$ cat src/rtl/dcache_assoc_if.sv
// dcache_assoc_if: CPU load/store port and block-wide memory port of the data cache
interface dcache_assoc_if #(
  parameter int ADDR_W = 8,
  parameter int DATA_W = 8,
  parameter int BLOCK_WORDS = 4
);
  localparam int OFF_W = $clog2(BLOCK_WORDS);
  logic read;
  logic write;
  logic [ADDR_W-1:0] address;
  logic [DATA_W-1:0] cpu_writeData;
  logic [DATA_W-1:0] cpu_readData;
  logic busywait;
  logic mem_read;
  logic mem_write;
  logic [ADDR_W-OFF_W-1:0] mem_address;
  logic [BLOCK_WORDS*DATA_W-1:0] mem_writedata;
  logic [BLOCK_WORDS*DATA_W-1:0] mem_readdata;
  logic mem_busywait;
  modport slave (
    input read, write, address, cpu_writeData, mem_readdata, mem_busywait,
    output cpu_readData, busywait, mem_read, mem_write, mem_address, mem_writedata
  );
  modport master (
    output read, write, address, cpu_writeData, mem_readdata, mem_busywait,
    input cpu_readData, busywait, mem_read, mem_write, mem_address, mem_writedata
  );
endinterface

$ cat src/rtl/dcache_assoc.sv
// dcache_assoc: two-way set-associative write-back write-allocate data cache with per-set LRU
module dcache_assoc #(
  parameter int ADDR_W = 8,
  parameter int DATA_W = 8,
  parameter int BLOCK_WORDS = 4,
  parameter int SETS = 4
) (
  input logic clock_i,
  input logic reset_i,
  dcache_assoc_if.slave bus_io
);
  localparam int OFF_W = $clog2(BLOCK_WORDS);
  localparam int IDX_W = $clog2(SETS);
  localparam int TAG_W = ADDR_W - IDX_W - OFF_W;
  localparam int BLK_W = BLOCK_WORDS * DATA_W;
  typedef enum logic [1:0] {IDLE, WRITEBACK, FETCH} state_e;
  state_e state_q, state_d;
  logic [BLK_W-1:0] data_q [SETS][2];
  logic [TAG_W-1:0] tag_q [SETS][2];
  logic [SETS-1:0][1:0] valid_q, dirty_q;
  logic [SETS-1:0] lru_q;
  logic [TAG_W-1:0] miss_tag_q;
  logic [IDX_W-1:0] miss_idx_q;
  logic vic_q;
  logic [TAG_W-1:0] tag;
  logic [IDX_W-1:0] idx;
  logic [OFF_W-1:0] off;
  logic hit0, hit1, hit, hway, victim, req, idle, mem_done;
  assign tag = bus_io.address[ADDR_W-1:IDX_W+OFF_W];
  assign idx = bus_io.address[IDX_W+OFF_W-1:OFF_W];
  assign off = bus_io.address[OFF_W-1:0];
  assign hit0 = valid_q[idx][0] && tag_q[idx][0] == tag;
  assign hit1 = valid_q[idx][1] && tag_q[idx][1] == tag;
  assign hit = hit0 || hit1;
  assign hway = hit1;
  assign victim = !valid_q[idx][0] ? 1'b0 : !valid_q[idx][1] ? 1'b1 : lru_q[idx];
  assign req = bus_io.read || bus_io.write;
  assign idle = state_q == IDLE;
  assign mem_done = !bus_io.mem_busywait;
  assign bus_io.busywait = reset_i && (idle ? req && !hit : 1'b1);
  assign bus_io.cpu_readData = (reset_i && bus_io.read && hit && idle) ? data_q[idx][hway][off*DATA_W +: DATA_W] : '0;
  assign bus_io.mem_read = state_q == FETCH;
  assign bus_io.mem_write = state_q == WRITEBACK;
  // Request address and data come only from latched miss state, never the live CPU address.
  assign bus_io.mem_address = (state_q == WRITEBACK) ? {tag_q[miss_idx_q][vic_q], miss_idx_q} : {miss_tag_q, miss_idx_q};
  assign bus_io.mem_writedata = data_q[miss_idx_q][vic_q];
  always_comb begin
    state_d = state_q;
    if (idle && req && !hit)
      state_d = (valid_q[idx][victim] && dirty_q[idx][victim]) ? WRITEBACK : FETCH;
    else if (state_q == WRITEBACK && mem_done)
      state_d = FETCH;
    else if (state_q == FETCH && mem_done)
      state_d = IDLE;
  end
  always_ff @(posedge clock_i) begin
    if (!reset_i) begin
      state_q <= IDLE;
      valid_q <= '0;
      dirty_q <= '0;
      lru_q <= '0;
    end else begin
      state_q <= state_d;
      if (idle && req && hit) begin
        lru_q[idx] <= !hway;
        if (bus_io.write) begin
          data_q[idx][hway][off*DATA_W +: DATA_W] <= bus_io.cpu_writeData;
          dirty_q[idx][hway] <= 1'b1;
        end
      end
      if (idle && req && !hit) begin
        miss_tag_q <= tag;
        miss_idx_q <= idx;
        vic_q <= victim;
      end
      if (state_q == WRITEBACK && mem_done)
        dirty_q[miss_idx_q][vic_q] <= 1'b0;
      if (state_q == FETCH && mem_done) begin
        data_q[miss_idx_q][vic_q] <= bus_io.mem_readdata;
        tag_q[miss_idx_q][vic_q] <= miss_tag_q;
        valid_q[miss_idx_q][vic_q] <= 1'b1;
        dirty_q[miss_idx_q][vic_q] <= 1'b0;
        lru_q[miss_idx_q] <= !vic_q;
      end
    end
  end
endmodule

$ cat src/flat_wrapper.sv
// flat-port wrapper written by rule: the top's interface ports become plain ports
module dcache_assoc_flat 
#(
  parameter int ADDR_W = 8,
  parameter int DATA_W = 8,
  parameter int BLOCK_WORDS = 4,
  parameter int SETS = 4
)
  (clock_i, reset_i, bus_io_read, bus_io_write, bus_io_address, bus_io_cpu_writeData, bus_io_mem_readdata, bus_io_mem_busywait, bus_io_cpu_readData, bus_io_busywait, bus_io_mem_read, bus_io_mem_write, bus_io_mem_address, bus_io_mem_writedata);
  dcache_assoc_if #(.ADDR_W(ADDR_W), .DATA_W(DATA_W), .BLOCK_WORDS(BLOCK_WORDS)) bus_io_i ();
  input logic clock_i;
  input logic reset_i;
  input wire logic [$bits(bus_io_i.read)-1:0] bus_io_read;
  input wire logic [$bits(bus_io_i.write)-1:0] bus_io_write;
  input wire logic [$bits(bus_io_i.address)-1:0] bus_io_address;
  input wire logic [$bits(bus_io_i.cpu_writeData)-1:0] bus_io_cpu_writeData;
  input wire logic [$bits(bus_io_i.mem_readdata)-1:0] bus_io_mem_readdata;
  input wire logic [$bits(bus_io_i.mem_busywait)-1:0] bus_io_mem_busywait;
  output wire logic [$bits(bus_io_i.cpu_readData)-1:0] bus_io_cpu_readData;
  output wire logic [$bits(bus_io_i.busywait)-1:0] bus_io_busywait;
  output wire logic [$bits(bus_io_i.mem_read)-1:0] bus_io_mem_read;
  output wire logic [$bits(bus_io_i.mem_write)-1:0] bus_io_mem_write;
  output wire logic [$bits(bus_io_i.mem_address)-1:0] bus_io_mem_address;
  output wire logic [$bits(bus_io_i.mem_writedata)-1:0] bus_io_mem_writedata;
  assign bus_io_i.read = bus_io_read;
  assign bus_io_i.write = bus_io_write;
  assign bus_io_i.address = bus_io_address;
  assign bus_io_i.cpu_writeData = bus_io_cpu_writeData;
  assign bus_io_i.mem_readdata = bus_io_mem_readdata;
  assign bus_io_i.mem_busywait = bus_io_mem_busywait;
  assign bus_io_cpu_readData = bus_io_i.cpu_readData;
  assign bus_io_busywait = bus_io_i.busywait;
  assign bus_io_mem_read = bus_io_i.mem_read;
  assign bus_io_mem_write = bus_io_i.mem_write;
  assign bus_io_mem_address = bus_io_i.mem_address;
  assign bus_io_mem_writedata = bus_io_i.mem_writedata;
  dcache_assoc #(.ADDR_W(ADDR_W), .DATA_W(DATA_W), .BLOCK_WORDS(BLOCK_WORDS), .SETS(SETS)) u_core (.clock_i(clock_i), .reset_i(reset_i), .bus_io(bus_io_i));
endmodule
$ cat config.mk
export PLATFORM = sky130hd
export DESIGN_NAME = dcache_assoc_flat
export DESIGN_NICKNAME = d
export VERILOG_FILES = /design/src/rtl/dcache_assoc_if.sv /design/src/rtl/dcache_assoc.sv /design/src/flat_wrapper.sv
export SDC_FILE = /design/constraint.sdc
export NUM_CORES = 1
export LEC_CHECK = 0
export ABC_AREA = 1
export CAP_MARGIN = 10
export CORE_MARGIN = 5
export CORE_UTILIZATION = 35
export CTS_CLUSTER_DIAMETER = 60
export DETAILED_ROUTE_END_ITERATION = 8
export PLACE_DENSITY = 0.6
export REMOVE_ABC_BUFFERS = 1
export SETUP_SLACK_MARGIN = 0.3
export SYNTH_ARGS = -nofsm -noshare
export SYNTH_HDL_FRONTEND = slang
export SYNTH_SLANG_ARGS = --single-unit
$ cat constraint.sdc
create_clock -name clock_i -period 3.1 [get_ports clock_i]
set_input_delay 0.62 -clock clock_i [delete_from_list [all_inputs] [get_ports clock_i]]
set_output_delay 0.62 -clock clock_i [all_outputs]
set_load 0.01 [all_outputs]
==> run_results.csv <==
group,metric,value,unit
synth,ys_top_cells_by_count,"edfxtp_1, nor2_1, nand2_1",
floorplan,num_rows,78,
layout,area_delta_synth_final,39.5,%
synth,synth_cell_types,34,
synth,ys_warn_count,0,
sta,rsz0062_at_grt,"yes",
synth,syn_avg_cell_area,9.22,µm²
place,dp_hpwl,37100,µm
synth,synth-seq-cells,319,
floorplan,dieWidth,224,µm
setup_path,cp.required,2480,ps
pwr,comb_power_share,18.1,%
setup_path,path_class,"input pin to output port",
setup_path,end_kind,"output port",
setup_path,cp_max_fo,7,
sta,worst_slack,-189,ps
place,place.gp.congestion,0.902,
detailed_routing,routedWlPerCell,22.6,µm
pwr,leakagePower,8.53,nW
layout,final_cells,2687,
min_path,hold_class,"flip-flop to flip-flop",
clock_tree,cts_hold_buffers,0,
synth,synth_area_leaders,"edfxtp_1, o21ai_0, nor2_1",
floorplan,dieArea,50300,µm²
pwr,internal_power,8.02,mW
pwr,p_sw,2.98,mW
sta,clock_skew,22.5,ps
layout,drive_gt1_share,26.0,%
synth,syn_area,16100,µm²
grt,track_usage,22.2,%
flow_run,cap_violations,0,
synth,ys_async_sr_fraction,0,%
clock_tree,root_buffer,"clkbuf_16",
grt,grt_overflow_total,0,
place,dp.cells,2547,
sta,final_max_slew_viol_count,0,
synth,synth_edf_count,295,
clock_tree,clock_sinks,319,
layout,nNetsFinal,2116,
clock_tree,numCtsBuffers,37,
floorplan,dieHeight,224,µm
synth,seq_area_frac_synth,58.1,%
clock_tree,clk-insertion-delay-late,530,ps
clock_tree,clockBufferDepth,3,
grt,grt_pass1_vias,14800,
sta,clock.fmax,0.304,GHz
clock_tree,path_clk_slew,60,ps
detailed_routing,routed_via_density,5.73,
floorplan,io_pins,102,
setup_path,cp-start-kind,"input pin",
layout,nFillCells,4007,
synth,synth_top_flop_cell,"edfxtp_1",
synth,yosysTopAreaCell,"edfxtp_1",
synth,syn_inst,1744,
pwr,ir_drop,0.355,mV
sta,setup_viol,8,
sta,min_period,3290,ps
sta,max_slew_margin,55.7,%
setup_path,rrSetupSlack,330,ps
pwr,cellPowerDensity,491,nW/µm²
layout,diodes,0,
sta,tightest_slew,663,ps
status,violations,"setup timing",
clock_tree,h-tree-depth,2,
floorplan,initial_core_util,35.4,%
detailed_routing,antenna_left,0,
detailed_routing,drt-pass1-iter-count,7,
layout,fin_util,49.4,%
sta,worst_hold_slack,459,ps
pwr,seq_power_share,43.4,%
pwr,clkPwrFrac,38.5,%
grt,grt_start_max_net_pins,43,
detailed_routing,wl,60600,µm
floorplan,coreArea,45400,µm²
setup_path,cp.arrival,2670,ps
grt,antenna_found_initial,0,
grt,grt_first_pass_wirelength,86400,µm
detailed_routing,vias,15400,
place,portBuffers,101,
status,status,"finished, violations left",
pwr,p_sw_share,27.1,%
synth,synth.top_cell.area_share,55.1,%
detailed_routing,drc,0,
clock_tree,cts_tree,"built",
detailed_routing,drtIter0Drc,1848,
synth,synth_most_common_cell,"edfxtp_1",
sta,period_share,106,%
sta,hold_viol_final,0,
[layout make-up]
cell class              count  area, µm²  share of cell area, %
clock buffers              42        987                   4.40
flip-flops and latches    319       9350                   41.7
well taps                 600        751                   3.35
repair buffers            388       4110                   18.3
clock inverters            26        194                  0.865
inverters                 112        464                   2.07
multi-input cells        1198       6540                   29.2
repair inverters            2       28.8                  0.128
[stage by stage]
stage | setup WS (ps) | setup TNS [ps] | area [µm²] | power [mW]
after floorplan | -3100 | -755230 | 15600 | 5.59
after global placement | -1080 | -100340 | 19300 | 6.44
after detailed placement | -1060 | -112050 | 19300 | 6.46
after CTS | -72.1 | -461 | 21500 | 10.8
after global routing | -272 | -2100 | 22400 | 11.4
final | -189 | -1250 | 22400 | 11.0
[cell usage in the layout, fill, tap and decap left out, drive strengths merged, types with 4 or more instances in the layout]
cell           netlist  layout
clkbuf              91      57
nand2              283     283
o22ai               65      65
clkdlybuf4s50        0      50
dlygate4sd2          0       5
nor2               300     300
o21ai              235     235
o221ai              42      42
clkinv               2      24
nand3               87      87
a31oi               33      33
o211ai               7       7
clkdlybuf4s15        0       4
edfxtp             295     295
inv                110     114
ha                   5       5
bufbuf               0       4
a221oi               7       7
a21oi              125     125
dfxtp               24      24
buf                 24     310
nand4                4       4
[critical path, stage by stage]
cell and delay (ps):
buf_6 90, buf_8 130, buf_6 130, nor2_4 150
nand2_2 100, nand4_4 110, nand2_2 80, nor2_4 190
nand2_8 110, buf_12 140, buf_16 130, nor2_4 70
nor2_2 40, nor2_1 180, nor2_1 90, buf_4 160
buf_6 120
[cell families after synthesis]
family	share of synthesized area (%)
compound gates	18.2
fa+ha+maj	0.389
buf+inv	5.75
flops	58.1
simple gates	17.5
[routing by layer]
layer	vias up	share of wire [%]	track usage [%]
met5	-	0	0
met4	0	4.6	8.98
met3	187	10	4.15
met2	950	46	36.5
met1	7403	39	29.1
li1	6860	-	-
[power groups by stage]
stage	combinational, mW	clock (mW)	sequential [mW]
5_1_grt	2.09	4.49	4.78
2_1_floorplan	0.675	0	4.91
3_5_place_dp	1.58	0	4.88
3_3_place_gp	1.57	0	4.88
6_report	1.99	4.24	4.78
4_1_cts	1.77	4.30	4.78
[final timing paths]
check	depth (start not counted)	start	endpoint
worst min-delay path	2	u_core.dirty_q[1]$_SDFF_PN0_	u_core.dirty_q[1]$_SDFF_PN0_
worst max register to register	16	u_core.tag_q[1][3]$_DFFE_PP_	u_core.data_q[3][53]$_DFFE_PP_
worst min register to register	2	u_core.dirty_q[1]$_SDFF_PN0_	u_core.dirty_q[1]$_SDFF_PN0_
worst max-delay path	17	bus_io_address[3]	bus_io_cpu_readData[5]
[sequential cells by signal, indices dropped and copies added (netlist names), named ones only]
signal and flops:
u_core.data_q 256, u_core.tag_q 32, u_core.dirty_q 8, u_core.valid_q 8, u_core.lru_q 4, u_core.miss_tag_q 4, u_core.miss_idx_q 2, u_core.state_q 2
u_core.vic_q 1
[repair_timing]
action / CTS / global route
buffers inserted: 33 / 15
setup endpoints to repair: 301 / 145
pin swaps: 47 / 87
resized for setup: 264 / 250
gates cloned: 14 / 10
endpoints found under the hold margin: 0 / 0
Note: power is estimated with default switching activity, not from simulation.
